$ cat src/rtl/mul_pkg.sv
// Shared definitions for the multiplier datapath.
// Accumulator width, shift clamp and the accumulator FSM encoding.
package mul_pkg;

   localparam int ACC_W     = 64;
   localparam int MAX_SHIFT = 32;

   typedef enum logic [1:0] {
      IDLE,
      ACCUM,
      RESOLVE,
      DONE
   } state_t;

   // Row shifts above MAX_SHIFT saturate at MAX_SHIFT.
   function automatic logic [5:0] clamp_shift(input logic [5:0] sh);
      return (sh > 6'(MAX_SHIFT)) ? 6'(MAX_SHIFT) : sh;
   endfunction

endpackage

$ cat src/rtl/csa_3_2.sv
// Parametric-width 3:2 carry-save compressor.
// The carry output is already weighted (shifted left one, top bit dropped).
module csa_3_2 #(
   parameter int W = 64
) (
   input  logic [W-1:0] i_a,
   input  logic [W-1:0] i_b,
   input  logic [W-1:0] i_c,
   output logic [W-1:0] o_sum,
   output logic [W-1:0] o_carry
);

   assign o_sum   = i_a ^ i_b ^ i_c;
   assign o_carry = ((i_a & i_b) | (i_a & i_c) | (i_b & i_c)) << 1;

endmodule

$ cat src/rtl/csa_accumulator.sv
// Carry-save accumulator for reducer row triples.
// Folds triples 5:2 into sum/carry, then resolves with a chunked CPA.
module csa_accumulator
   import mul_pkg::*;
#(
   parameter int CPA_W = 16
) (
   input  logic        clk,
   input  logic        clr,
   input  logic        start,
   input  logic        in_valid,
   output logic        in_ready,
   input  logic        in_last,
   input  logic [5:0]  in_shift,
   input  logic [31:0] in_row1,
   input  logic [32:0] in_row2,
   input  logic [33:0] in_row3,
   output logic        out_valid,
   input  logic        out_ready,
   output logic [63:0] result,
   output logic        busy
);

   localparam int NCH = ACC_W / CPA_W;
   localparam int CW  = $clog2(NCH + 1);

   state_t r_state;
   state_t w_next;

   logic [ACC_W-1:0] r_sum;
   logic [ACC_W-1:0] r_carry;
   logic [ACC_W-1:0] r_result;
   logic [CW-1:0]    r_chunk;
   logic             r_cin;

   logic             w_accept;
   logic             w_hs;
   logic             w_clear;
   logic             w_chunk_end;
   logic [5:0]       w_sh;
   logic [ACC_W-1:0] w_r1;
   logic [ACC_W-1:0] w_r2;
   logic [ACC_W-1:0] w_r3;
   logic [ACC_W-1:0] w_s1;
   logic [ACC_W-1:0] w_c1;
   logic [ACC_W-1:0] w_s2;
   logic [ACC_W-1:0] w_c2;
   logic [ACC_W-1:0] w_s3;
   logic [ACC_W-1:0] w_c3;
   logic [31:0]      w_off;
   logic [CPA_W-1:0] w_a;
   logic [CPA_W-1:0] w_b;
   logic [CPA_W-1:0] w_chunk;
   logic             w_cout;
   logic [ACC_W-1:0] w_mask;
   logic [ACC_W-1:0] w_ins;

   assign in_ready  = (r_state == ACCUM);
   assign out_valid = (r_state == DONE);
   assign busy      = (r_state != IDLE);
   assign result    = r_result;

   assign w_accept    = in_valid & in_ready;
   assign w_hs        = out_valid & out_ready;
   assign w_clear     = start & ((r_state == IDLE) |
                                 ((r_state == DONE) & w_hs));
   assign w_chunk_end = (r_chunk == CW'(NCH));

   assign w_sh = clamp_shift(in_shift);
   assign w_r1 = ACC_W'(in_row1) << w_sh;
   assign w_r2 = ACC_W'(in_row2) << w_sh;
   assign w_r3 = ACC_W'(in_row3) << w_sh;

   csa_3_2 #(.W(ACC_W)) u_l1 (
      .i_a     (r_sum),
      .i_b     (r_carry),
      .i_c     (w_r1),
      .o_sum   (w_s1),
      .o_carry (w_c1)
   );

   csa_3_2 #(.W(ACC_W)) u_l2 (
      .i_a     (w_s1),
      .i_b     (w_c1),
      .i_c     (w_r2),
      .o_sum   (w_s2),
      .o_carry (w_c2)
   );

   csa_3_2 #(.W(ACC_W)) u_l3 (
      .i_a     (w_s2),
      .i_b     (w_c2),
      .i_c     (w_r3),
      .o_sum   (w_s3),
      .o_carry (w_c3)
   );

   // One CPA chunk per RESOLVE cycle, selected by the chunk counter.
   always_comb begin
      w_off  = 32'(r_chunk) * CPA_W;
      w_a    = CPA_W'(r_sum >> w_off);
      w_b    = CPA_W'(r_carry >> w_off);
      {w_cout, w_chunk} = {1'b0, w_a} + {1'b0, w_b} + (CPA_W + 1)'(r_cin);
      w_mask = ACC_W'({CPA_W{1'b1}}) << w_off;
      w_ins  = ACC_W'(w_chunk) << w_off;
   end

   // Next-state logic for the accumulate/resolve/handoff sequence.
   always_comb begin
      w_next = r_state;
      case (r_state)
         IDLE:    if (start) w_next = ACCUM;
         ACCUM:   if (w_accept && in_last) w_next = RESOLVE;
         RESOLVE: if (w_chunk_end) w_next = DONE;
         DONE:    if (w_hs) w_next = start ? ACCUM : IDLE;
         default: w_next = IDLE;
      endcase
   end

   // State register.
   always_ff @(posedge clk or posedge clr) begin
      if (clr) r_state <= IDLE;
      else     r_state <= w_next;
   end

   // Carry-save accumulator: cleared on start, folded on each accept.
   always_ff @(posedge clk or posedge clr) begin
      if (clr) begin
         r_sum   <= '0;
         r_carry <= '0;
      end else if (w_clear) begin
         r_sum   <= '0;
         r_carry <= '0;
      end else if (w_accept) begin
         r_sum   <= w_s3;
         r_carry <= w_c3;
      end
   end

   // Chunked resolve: write one result slice per cycle, ripple the carry.
   always_ff @(posedge clk or posedge clr) begin
      if (clr) begin
         r_result <= '0;
         r_chunk  <= '0;
         r_cin    <= 1'b0;
      end else if (r_state == RESOLVE) begin
         if (!w_chunk_end) begin
            r_result <= (r_result & ~w_mask) | w_ins;
            r_cin    <= w_cout;
            r_chunk  <= r_chunk + CW'(1);
         end
      end else begin
         r_chunk <= '0;
         r_cin   <= 1'b0;
      end
   end

endmodule
$ cat config.mk
export PLATFORM = sky130hd
export DESIGN_NAME = csa_accumulator
export DESIGN_NICKNAME = d
export VERILOG_FILES = /design/src/rtl/mul_pkg.sv /design/src/rtl/csa_3_2.sv /design/src/rtl/csa_accumulator.sv
export SDC_FILE = /design/constraint.sdc
export NUM_CORES = 1
export LEC_CHECK = 0
export CORE_MARGIN = 2
export CORE_UTILIZATION = 36
export CTS_CLUSTER_SIZE = 30
export DETAILED_ROUTE_END_ITERATION = 12
export PLACE_DENSITY = 0.55
export SYNTH_ARGS = -nofsm -noshare
export SYNTH_HDL_FRONTEND = slang
export SYNTH_SLANG_ARGS = --single-unit
$ cat constraint.sdc
create_clock -name clk -period 8.6 [get_ports clk]
set_input_delay 2.15 -clock clk [delete_from_list [all_inputs] [get_ports clk]]
set_output_delay 2.15 -clock clk [all_outputs]
set_load 0.005 [all_outputs]
Yosys cells after proc, flatten, opt, wreduce, memory -nomap -nowiden
Cells that the tools add are included.

storage, ports and cells
  flip-flop bits (word level) = 198
  bits in latches = 0
  bits in writable memories = 0
  bits in read-only memories = 0
  bits of input ports = 111
  output and inout bits = 67
  logic and storage cells = 77
  memories kept = 0

cells by class
  $add $sub $neg = 3
  multipliers = 0
  divide/modulo/power cells = 0
  magnitude comparators = 1
  equality and inequality tests = 9
  shifts and indexed selects = 7
  mux-type cells = 15
  bitwise gates (word level) = 30
  reduce and logical (&&, ||, !) cells = 6

operator list
  operator                 number
  $and A63 B63 Y63         9
  $xor A64 B64 Y64         6
  $or A63 B63 Y63          6
  $mux W64                 4
  $shr A64 B7 Y16          2
  $and A64 B64 Y64         1
  $not A64 Y64             1
  $or A64 B64 Y64          1
  $shl A16 B7 Y64          1
  $shl A16 B7 Y64 const A  1
  $shl A32 B6 Y64          1
  $shl A33 B6 Y64          1
  $shl A34 B6 Y64          1
  $add A16 B16 Y17         1
  $add A17 B1 Y17          1
  $mux W2                  4
  $pmux W2 S4              1
  $gt A6 B6 Y1 const B     1
  $mux W3                  2
  $mux W6                  1
  $ne A2 B2 Y1 const B     3
  $and A1 B1 Y1            4
  $eq A2 B2 Y1 const B     2
  $ne A2 B1 Y1 const B     2
  other kinds (11)         14

Longest topological paths before layout
Gate-level depths: netlist of the first run.

  word-level depth = 14
  mapped depth = 17
  gate-level depth less buffers = 15

By module
A second synthesis of the first run with hierarchy kept.

unflattened totals
  cell total of the unflattened synthesis = 2242
  area, all modules = 20951.3 µm²

modules (own cells, without submodules)
  module           instances  cells each  area each (µm²)  sequential area each (µm²)
  csa_accumulator  1          2044        17062.6          4954.8
  csa_3_2          3          66          1296.2           0.0

Worst setup path after synthesis of the first run
No wires, ideal clock.

  path type = input to register
  from = input in_shift[5]
  to = register r_sum[31]
  setup time = 121 ps
  arrival time = 5351 ps
  data required time = 8479 ps
  path slack = 3128 ps
  stages on the path = 17
  path buffers = 4
  cells stage by stage = buf_6 -> nand2b_4 -> buf_6 -> buf_6 -> buf_6 -> mux2i_1 -> mux2i_1 -> mux2i_1 -> nand2_1 -> nand3_1 -> a21oi_1 -> fa_1 -> inv_1 -> fa_1 -> inv_1 -> fa_1 -> a22o_1

on the way
  longest elaborated chain between the ends = 13
  elaborated cells between the ends (all ways) = 21
  those cells by class = 1 x order compare; 3 x shift; 3 x mux; 14 x bitwise

ends and longest elaborated chain
  what                          line                    text
  start, declared               csa_accumulator.sv:14   input logic [5:0] in_shift,
  $gt A6 B6 Y1                  mul_pkg.sv:17           return (sh > 6'(MAX_SHIFT)) ? 6'(MAX_SHIFT) : sh;
  $mux W6 (*)                   mul_pkg.sv:17
  $shl A32 B6 Y64               csa_accumulator.sv:70   assign w_r1 = ACC_W'(in_row1) << w_sh;
  $and A63 B63 Y63              csa_3_2.sv:14           assign o_carry = ((i_a & i_b) | (i_a & i_c) | (i_b & i_c)) << 1;
  $or A63 B63 Y63 (2 in a row)  csa_3_2.sv:14
  $and A63 B63 Y63              csa_3_2.sv:14
  $or A63 B63 Y63 (2 in a row)  csa_3_2.sv:14
  $xor A64 B64 Y64              csa_3_2.sv:13           assign o_sum = i_a ^ i_b ^ i_c;
  $xor A64 B64 Y64 (*)          csa_3_2.sv:13
  $mux W64 (*)                  csa_accumulator.sv:134  end else if (w_accept) begin
  $mux W64 (*)                  csa_accumulator.sv:131  end else if (w_clear) begin
  end signal, assigned          csa_accumulator.sv:135  r_sum <= w_s3;
  end, declared                 csa_accumulator.sv:30   logic [ACC_W-1:0] r_sum;

Every way passes the cells marked *; elsewhere a longest branch is shown, timed or not. The select of a mux whose other input is x is not followed.
A chain may end at the register's enable or synchronous reset.

Worst setup path after layout of the first run
  from = input in_shift[1]
  to = register r_sum[16]

The elaborated chain is that of the path after synthesis.

==> results.toml, run 1 <==
[run_status]
status = "completed"

[grt]
grt_overflow = 0
grt_pass1_vias = 17000
grt_max_degree = 127
grt_pass1_wl_um = 122000
grt_use_total = 0.299
antenna_found_initial = 1

[power_and_ir_drop]
p_sw_uw = 2690
total_power_uw = 5730
p_leak_uw = 0.0106
peakVddDrop_mv = 0.163
combPwrFrac = 0.572
clkPwrFrac = 0.153
cellPowerDensity_nw_per_um2 = 251
switching_share = 0.470
p_int_uw = 3030
seqPwrFrac = 0.274

[synthesis]
synth-simple-area-share = 0.120
synthMuxAreaShare = 0.201
synth.distinct_cells = 60
synth-seq-area-share = 0.248
yosys.area_share.adder = 0.207
synth_xor_xnor_area_share = 0.00749
syn_nets = 2358
netlist_area_um2 = 19900
ys_seq_elements = 197
ys_warn_count = 0
synth-edff-count = 0
synth_compound_area_frac = 0.162
avgSynthCellArea_um2 = 9.79
synth_top_family_by_area = "adder cells"
synth-main-ff-cell = "dfrtp_1"
ys_async_sr_fraction = 1.00
syn_inst = 2031

[clock_tree]
clk_pin_slew_ns = 0.08
clock-sinks = 197
cts_hold_buf = 0
clock_latency_ns = 0.50
post_cts_resized = 0
post_cts_buffers = 0
htree_levels = 4
clockBufferDepth = 2
cts-root-buf = "clkbuf_16"
numCtsBuffers = 17
cts_tree = "done"

[timing]
tightest_slew_ns = 1.11
tns_ns = 0
post-route-period-util = 0.777
final_hold_viol_count = 0
setup_slack_ns = 1.91
slew_violations = 0
grt_setup_unrepaired = "false"
skew_ns = 0.0110
fmax_ghz = 0.150
setup_viol = 0
relSlewSlack = 0.255
fin_crit_ns = 6.69

[worst_setup_path]
required_ns = 8.98
endpoint_kind = "register"
slowest_delay_ns = 0.56
critPathMaxFanout = 47
cp_common_cell = "fa_1"
cp_slowest_cell = "fa_1"
path_cells = "clkdlybuf4s50_1 -> nand2b_4 -> buf_12 -> mux2_2 -> a22oi_1 -> nor2_1 -> a21oi_1 -> mux2i_1 -> and2_1 -> fa_1 -> fa_1 -> fa_1 -> a22o_1"
critPathLaunchType = "primary input"
critical_path_class = "primary input to register"
cp.arrival_ns = 7.07

[finish]
final_cell_mix = "mux2i_1 (295), nand2_1 (264), dfrtp_1 (195)"
finalNetCount = 2435
utilization = 0.415
drive_gt1_frac = 0.0665
final_common_cell = "mux2i_1"
syn_to_final_growth_pct = 14.6

[placed_design]
place_congestion = 1.01
dp_hpwl_um = 67400
dp_slack_ns = 1.60
io_buffers = 177

[die]
die_height_um = 239
initial_core_util = 0.362
dieWidth_um = 239
die-area_um2 = 57100
rows = 86
core_region_area_um2 = 54900
ios = 178

[run]
drv_cap = 0

[drt]
antenna_left = 0
wl_per_cell_um = 29.6
dr.pass1.iters = 5
avgViaCountPerCell = 6.03
wirelength_um = 83600
drcViolationCount = 0
drt-initial-drc-count = 1914
route.vias.total = 17000

[hold_path]
hold_path_class = "register to register"
final timing paths:
path	depth (start not counted)	from	slack, ns	endpoint
worst min-delay path	1	result[6]	0.51	result[6]
worst max-delay path	13	in_shift[1]	1.91	r_sum[16]
max in group asynchronous	3	clr	4.87	r_chunk[1]
min in group asynchronous	2	clr	2.22	r_carry[1]
worst max register to register	14	r_chunk[0]	4.08	result[14]
worst min register to register	1	result[6]	0.51	result[6]
cell families (layout without fill, tap and decap cells):
family / Yosys count / count (layout)
xor gates and xnor gates: 17 / 17
AOI/OAI and AO/OA: 484 / 484
buffers and inverters: 242 / 332
muxes: 344 / 344
adders and majority gates: 216 / 216
other: 0 / 1
and+or+nand+nor: 531 / 531
DFF: 197 / 197
worst max-delay path, delay by kind of cell:
family / cells / cell delay, ns
fa+ha+maj: 3 / 1.50
compound gates: 3 / 1.26
buf+inv: 2 / 0.82
simple gates: 3 / 0.70
mux: 2 / 0.60
Yosys cell counts, types with 2 or more instances:
cell type	count	area, um2
a2111o_1	2	22.5
a211oi_1	10	75.1
a21boi_0	3	22.5
a21o_1	4	30.0
a21oi_1	104	521
a221o_1	5	50.1
a22o_1	144	1260
a22oi_1	30	225
a31oi_1	7	43.8
and2_0	4	25.0
and2_1	53	332
and3_1	48	300
buf_1	14	52.6
buf_12	2	40.0
buf_2	19	95.1
buf_4	7	52.6
buf_6	11	124
clkbuf_1	100	375
dfrtp_1	197	4930
fa_1	188	3760
ha_1	28	350
inv_1	86	323
inv_2	2	7.51
mux2_2	5	56.3
mux2i_1	295	2950
mux4_2	43	968
nand2_1	266	998
nand2b_4	2	27.5
nand3_1	19	95.1
nand4_1	2	12.5
nor2_1	95	357
nor2b_1	11	68.8
nor3_1	26	130
o211a_1	2	20.0
o21a_1	4	30.0
o21ai_0	136	681
o21ai_1	13	65.1
o21ai_2	3	26.3
o2bb2ai_1	4	35.0
o31a_1	2	17.5
xnor2_1	14	123
xor2_1	3	26.3
metal layers:
layer,global-route usage,up-vias,wire (um)
li1,-,7354,-
met1,0.410,8668,35500
met2,0.456,882,37400
met3,0.0572,144,6460
met4,0.140,0,4250
met5,0,-,0
power by group through the flow:
| stage | Combinational (uW) | Sequential [uW] | Clock (uW) |
|---|---|---|---|
| final | 3280 | 1570 | 878 |
| after global routing | 3670 | 1620 | 932 |
| after CTS | 3290 | 1570 | 899 |
| after detailed placement | 3280 | 1590 | 0 |
| after global placement | 3190 | 1580 | 0 |
| after floorplan | 2140 | 1450 | 0 |
through the flow:
stage / std cells / hold WS [ns] / cell area [um2]
2_1_floorplan: 2031 / 0.466 / 19900
3_3_place_gp: 2793 / 0.487 / 22100
3_5_place_dp: 2793 / 0.494 / 22100
4_1_cts: 2825 / 0.515 / 22800
5_1_grt: 2825 / 0.529 / 22800
6_report: 2826 / 0.508 / 22800
sequential cells by signal, indices dropped and copies added (netlist names):
register	flops
result	64
r_sum	64
r_cin	1
r_state	2
r_chunk	3
r_carry	63
layout make-up:
cell class              instances  area (um2)
clock inverters                15         210
fillers                      5413       32100
flip-flops and latches        197        4930
diodes                          1        2.50
inverters                      88         338
well taps                     704         881
clock buffers                  17         425
multi-input cells            1592       13900
repair buffers                212        2040
(Power assumes the default switching activity.)
==> run 2, diff against run 1 <==
--- a/config.mk
+++ b/config.mk
@@ -9,7 +9,7 @@
 export CORE_UTILIZATION = 36
 export CTS_CLUSTER_SIZE = 30
 export DETAILED_ROUTE_END_ITERATION = 12
-export PLACE_DENSITY = 0.55
+export PLACE_DENSITY = 0.57
 export SYNTH_ARGS = -nofsm -noshare
 export SYNTH_HDL_FRONTEND = slang
 export SYNTH_SLANG_ARGS = --single-unit
==> constraint.sdc (replaced) <==
create_clock -name clk -period 6.1 [get_ports clk]
set_input_delay 1.525 -clock clk [delete_from_list [all_inputs] [get_ports clk]]
set_output_delay 1.525 -clock clk [all_outputs]
set_load 0.005 [all_outputs]
==> run 2 against run 1 <==
  * Critical path depth grew 1
  * Combinational power grew 43%
  * Die area is the same
  * Via count grew 2.3%
  * Clock power grew 37%
  * Sequential share of layout area shrank 0.79 points
  * Final area grew 3.8%
  * Non-clock buffer count grew 98
  * Register-to-register slack lost 2.3 ns
  * Largest power group unchanged
  * Worst setup slack lost 1.5 ns
  * Sequential cell count is the same
  * Critical endpoint is now r_sum[34]
  * Clock-buffer cell count grew 1
==> results.toml, run 2 (synthesis results as in run 1) <==
[run_status]
status = "completed"

[finish]
finalNetCount = 2533
final_common_cell = "mux2i_1"
utilization = 0.431
ff_latch_area_um2 = 4930
fillCellCount = 5329
syn_to_final_growth_pct = 18.9
multiInputGateArea_um2 = 13900
drive_gt1_frac = 0.108
final_cell_mix = "mux2i_1 (295), nand2_1 (264), dfrtp_1 (195)"

[clock_tree]
clockBufferDepth = 2
clock_latency_ns = 0.50
cts_tree = "done"
cts-root-buf = "clkbuf_16"
post_cts_resized = 0
htree_levels = 4
cts_hold_buf = 0
post_cts_buffers = 0
numCtsBuffers = 17
clk_pin_slew_ns = 0.08
clock-sinks = 197

[hold_path]
min_path_cells = 1
hold_path_class = "register to register"
hp-start = "result[28]"
hold_end = "result[28]"

[worst_setup_path]
path_cells = "clkdlybuf4s50_1 -> nor2b_4 -> buf_4 -> mux2i_1 -> mux2i_1 -> mux2i_1 -> mux2i_1 -> o21ai_0 -> buf_4 -> fa_1 -> fa_1 -> inv_1 -> fa_1 -> o21ai_0"
r2r_slack_ns = 1.77
cp.arrival_ns = 6.02
cp_slowest_cell = "mux2i_1"
slowest_delay_ns = 0.60
r2r_cells = 13
critPathMaxFanout = 13
critical_path_class = "primary input to register"
cp_common_cell = "mux2i_1"
rr_startpoint = "r_chunk[0]"
endpoint_kind = "register"
required_ns = 6.45
critPathLaunchType = "primary input"
r2r-end = "result[46]"

[drt]
dr.pass1.iters = 5
antenna_left = 0
drcViolationCount = 0
drt-initial-drc-count = 1849
avgViaCountPerCell = 5.96
route.vias.total = 17400
wl_per_cell_um = 29.5
wirelength_um = 86400

[placed_design]
io_buffers = 177
dp_slack_ns = -0.0795
place_congestion = 1.01
dp_hpwl_um = 70400

[die]
initial_core_util = 0.362
die-area_um2 = 57100
ios = 178
die_height_um = 239
core_region_area_um2 = 54900
dieWidth_um = 239
rows = 86

[timing]
fmax_ghz = 0.176
slew_violations = 0
grt_setup_unrepaired = "false"
skew_ns = 0.0128
final_hold_viol_count = 0
tightest_slew_ns = 1.22
fin_hold_ws_ns = 0.508
setup_viol = 0
relSlewSlack = 0.181
post-route-period-util = 0.931
setup_slack_ns = 0.423
tns_ns = 0
fin_crit_ns = 5.68

[grt]
grt_use_total = 0.308
antenna_found_initial = 1
grt_pass1_wl_um = 126000
grt_max_degree = 128
grt_overflow = 0
grt_pass1_vias = 17800

[power_and_ir_drop]
combPwrFrac = 0.575
p_sw_uw = 3790
cellPowerDensity_nw_per_um2 = 344
p_leak_uw = 0.0111
seqPwrFrac = 0.277
clkPwrFrac = 0.148
switching_share = 0.466
peakVddDrop_mv = 0.270
p_int_uw = 4340

[run]
drv_cap = 0
run 2: cell count changes in the layout (fill, tap and decap cells not counted), moves of 2 or more:
| cell | change |
|---|---|
| buf_12 | +12 |
| buf_4 | +86 |
| clkinv_4 | +2 |
| inv_12 | -4 |
| inv_6 | -2 |
| inv_8 | +2 |
run 2: stage by stage:
| stage | area [um2] | total power, uW | std cells |
|---|---|---|---|
| 4_1_cts | 23600 | 8170 | 2923 |
| 6_report | 23600 | 8130 | 2924 |
| 3_5_place_dp | 23000 | 6950 | 2891 |
| 3_3_place_gp | 23000 | 6850 | 2891 |
| 2_1_floorplan | 19900 | 5060 | 2031 |
| 5_1_grt | 23600 | 8830 | 2923 |
run 2: cell type report:
class,count,area share
Clock buffer,18,0.0186
Multi-Input combinational cell,1592,0.590
Sequential cell,197,0.209
Timing Repair Buffer,310,0.124
Clock inverter,14,0.00757
Antenna cell,1,0.000106
Tap cell,704,0.0373
Inverter,88,0.0141
run 2: worst max path at each step:
| stage | depth (start not counted) | startpoint | end |
|---|---|---|---|
| 2_1_floorplan | 17 | in_shift[5] | r_sum[31] |
| 3_3_place_gp | 14 | in_shift[0] | r_sum[34] |
| 3_5_place_dp | 14 | in_shift[0] | r_sum[34] |
| 4_1_cts | 14 | in_shift[0] | r_sum[34] |
| 5_1_grt | 14 | in_shift[0] | r_sum[34] |
| 6_report | 14 | in_shift[0] | r_sum[34] |
run 2: power groups by stage:
stage          Combinational [uW]  Clock (uW)  Sequential [uW]
4_1_cts                      4700        1220             2250
3_3_place_gp                 4590           0             2260
5_1_grt                      5240        1270             2320
2_1_floorplan                3010           0             2050
6_report                     4680        1200             2250
3_5_place_dp                 4680           0             2270
run 2: critical path, delay by kind of cell:
kind | cells | cell delay [ns]
buffers and inverters | 4 | 1.01
multiplexers | 4 | 1.23
AO/OA/AOI/OAI | 2 | 0.28
adder cells (fa/ha/maj) | 3 | 1.41
AND/OR/NAND/NOR | 1 | 0.54
run 2: metal layers:
layer,global-route usage,vias up,part of all wire
li1,-,7565,-
met1,0.422,9011,0.44
met4,0.141,0,0.049
met5,0,-,0
met2,0.475,740,0.45
met3,0.0553,124,0.065
==> run 3, diff against run 2 <==
--- a/config.mk
+++ b/config.mk
@@ -12,4 +12,5 @@
 export PLACE_DENSITY = 0.57
 export SYNTH_ARGS = -nofsm -noshare
 export SYNTH_HDL_FRONTEND = slang
+export SYNTH_HIERARCHICAL = 1
 export SYNTH_SLANG_ARGS = --single-unit
==> run 3 against run 2 <==
  * Worst hold slack got worse by 0.011 ns
  * Clock power barely moved
  * Register-to-register slack improved by 0.18 ns
==> results.toml, run 3 <==
[power_and_ir_drop]
p_leak_uw = 0.0110
p_sw_uw = 3910
switching_share = 0.468
combPwrFrac = 0.592
clkPwrFrac = 0.142
seqPwrFrac = 0.266
peakVddDrop_mv = 0.200
p_int_uw = 4440
cellPowerDensity_nw_per_um2 = 336

[timing]
slew_violations = 0
tightest_slew_ns = 1.21
tns_ns = 0
grt_setup_unrepaired = "false"
fin_crit_ns = 5.53
relSlewSlack = 0.191
final_hold_viol_count = 0
fmax_ghz = 0.181
post-route-period-util = 0.907
skew_ns = 0.0182
setup_slack_ns = 0.570
fin_hold_ws_ns = 0.496
setup_viol = 0

[worst_setup_path]
cp.arrival_ns = 5.91
endpoint_kind = "register"
required_ns = 6.48
critical_path_class = "primary input to register"
critPathLaunchType = "primary input"
critPathMaxFanout = 32

[finish]
drive_gt1_frac = 0.119
antenna_cells = 0
utilization = 0.431
syn_to_final_growth_pct = 18.4
final_cell_mix = "nand2_1 (474), mux2i_1 (243), a21oi_1 (220)"
fillCellCount = 5594
final_common_cell = "nand2_1"
finalNetCount = 2733

[synthesis]
ys_async_sr_fraction = 1.00
yosysTopAreaCellShare = 0.236
synthTopCellsByArea = "dfrtp_1 (24%), fa_1 (18%), mux2i_1 (12%), nand2_1 (8.5%), mux4_2 (7.5%)"
netlist.top_cell.by_area = "dfrtp_1"
netlist_area_um2 = 21000
ys_warn_count = 6
syn_nets = 2569
avgSynthCellArea_um2 = 9.34
synth_common_cells = "nand2_1 (477), mux2i_1 (243), a21oi_1 (220)"
synth.distinct_cells = 64
syn_inst = 2242
yosysMostFrequentCell = "nand2_1"
ys_seq_elements = 198
synth-main-ff-cell = "dfrtp_1"
synth-seq-area-share = 0.236
synth-edff-count = 0

[die]
dieWidth_um = 245
ios = 178
die_height_um = 245
die-area_um2 = 60100
core_region_area_um2 = 57600
rows = 88
initial_core_util = 0.364

[grt]
grt_overflow = 0
grt_pass1_vias = 19600
grt_pass1_wl_um = 141000
grt_use_total = 0.325
grt_max_degree = 129
antenna_found_initial = 3

[clock_tree]
htree_levels = 4
numCtsBuffers = 17
cts_hold_buf = 0
cts_tree = "done"
clockBufferDepth = 2
clk_pin_slew_ns = 0.08
cts-root-buf = "clkbuf_16"
post_cts_resized = 0
clock-sinks = 198
post_cts_buffers = 0
clock_latency_ns = 0.47

[placed_design]
dp_slack_ns = 0.171
io_buffers = 177
dp_hpwl_um = 77400
place_congestion = 1.02

[drt]
maxUsedRoutingLayer = "met5"
wl_met2_um = 41900
dr.pass1.iters = 6
met1_length_um = 41400
route.vias.total = 19800
antenna_left = 0
wirelength_um = 97100
drt-initial-drc-count = 2516
avgViaCountPerCell = 6.23
wl_per_cell_um = 30.5
wl_met3_um = 8270
drcViolationCount = 0

[run]
drv_cap = 0

[hold_path]
hold_path_class = "register to register"

[run_status]
status = "completed"
==> run 3: final cells by class <==
cell class              count  area (um2)  area share
multi-input cells        1835       15100       0.610
inverters                  22        86.3     0.00348
clock inverters            15         175     0.00706
well taps                 765         957      0.0386
clock buffers              17         425      0.0171
repair buffers            332        3070       0.124
flip-flops and latches    198        4960       0.200
==> run 3: power groups by stage <==
stage               registers, uW  logic (uW)  clock network, uW
floorplan                    2030        3310                  0
global placement             2220        4800                  0
detailed placement           2240        4890                  0
CTS                          2220        4910               1200
global route                 2290        5470               1260
finish                       2220        4940               1180
==> run 3: stage by stage <==
step           area [um2]  std cells  power [uW]
6_report            24800       3184        8350
5_1_grt             24800       3184        9020
4_1_cts             24800       3184        8330
3_5_place_dp        24200       3152        7130
3_3_place_gp        24200       3152        7020
2_1_floorplan       21000       2242        5340
==> run 3: worst paths after layout <==
path | from | end | slack [ns] | cells after the start
max | in_shift[1] | r_sum[30] | 0.57 | 13
min | result[30] | result[30] | 0.50 | 2
max reg2reg | r_chunk[0] | result[62] | 1.95 | 9
min reg2reg | result[30] | result[30] | 0.50 | 2
max in group asynchronous | clr | r_chunk[1] | 3.67 | 3
min in group asynchronous | clr | r_sum[21] | 1.62 | 3
==> run 3: kinds of logic (layout without fill, tap and decap cells) <==
| logic type | count (synthesis) | after routing | synth area share |
|---|---|---|---|
| AOI/OAI and AO/OA | 539 | 539 | 0.167 |
| xor gates and xnor gates | 13 | 13 | 0.00758 |
| adders and majority gates | 216 | 216 | 0.197 |
| buffers and inverters | 209 | 386 | 0.0453 |
| DFF | 198 | 198 | 0.236 |
| muxes | 321 | 321 | 0.196 |
| other | 3 | 3 | 0.000537 |
| and+or+nand+nor | 743 | 743 | 0.150 |
==> run 3: critical path: stages <==
cell,delay (ns)
clkdlybuf4s50_1,0.58
nor2b_4,0.24
buf_12,0.24
buf_4,0.28
mux2i_1,0.33
mux2i_1,0.19
a21oi_1,0.72
a21oi_1,0.18
a22o_1,0.32
fa_1,0.50
fa_1,0.56
nand2_1,0.05
a21oi_1,0.15
==> run 3: routing by layer <==
metal	global-route usage	vias to the layer above
met1	0.454	10200
met5	0	-
met2	0.478	1096
met3	0.0726	182
li1	-	8332
met4	0.154	6
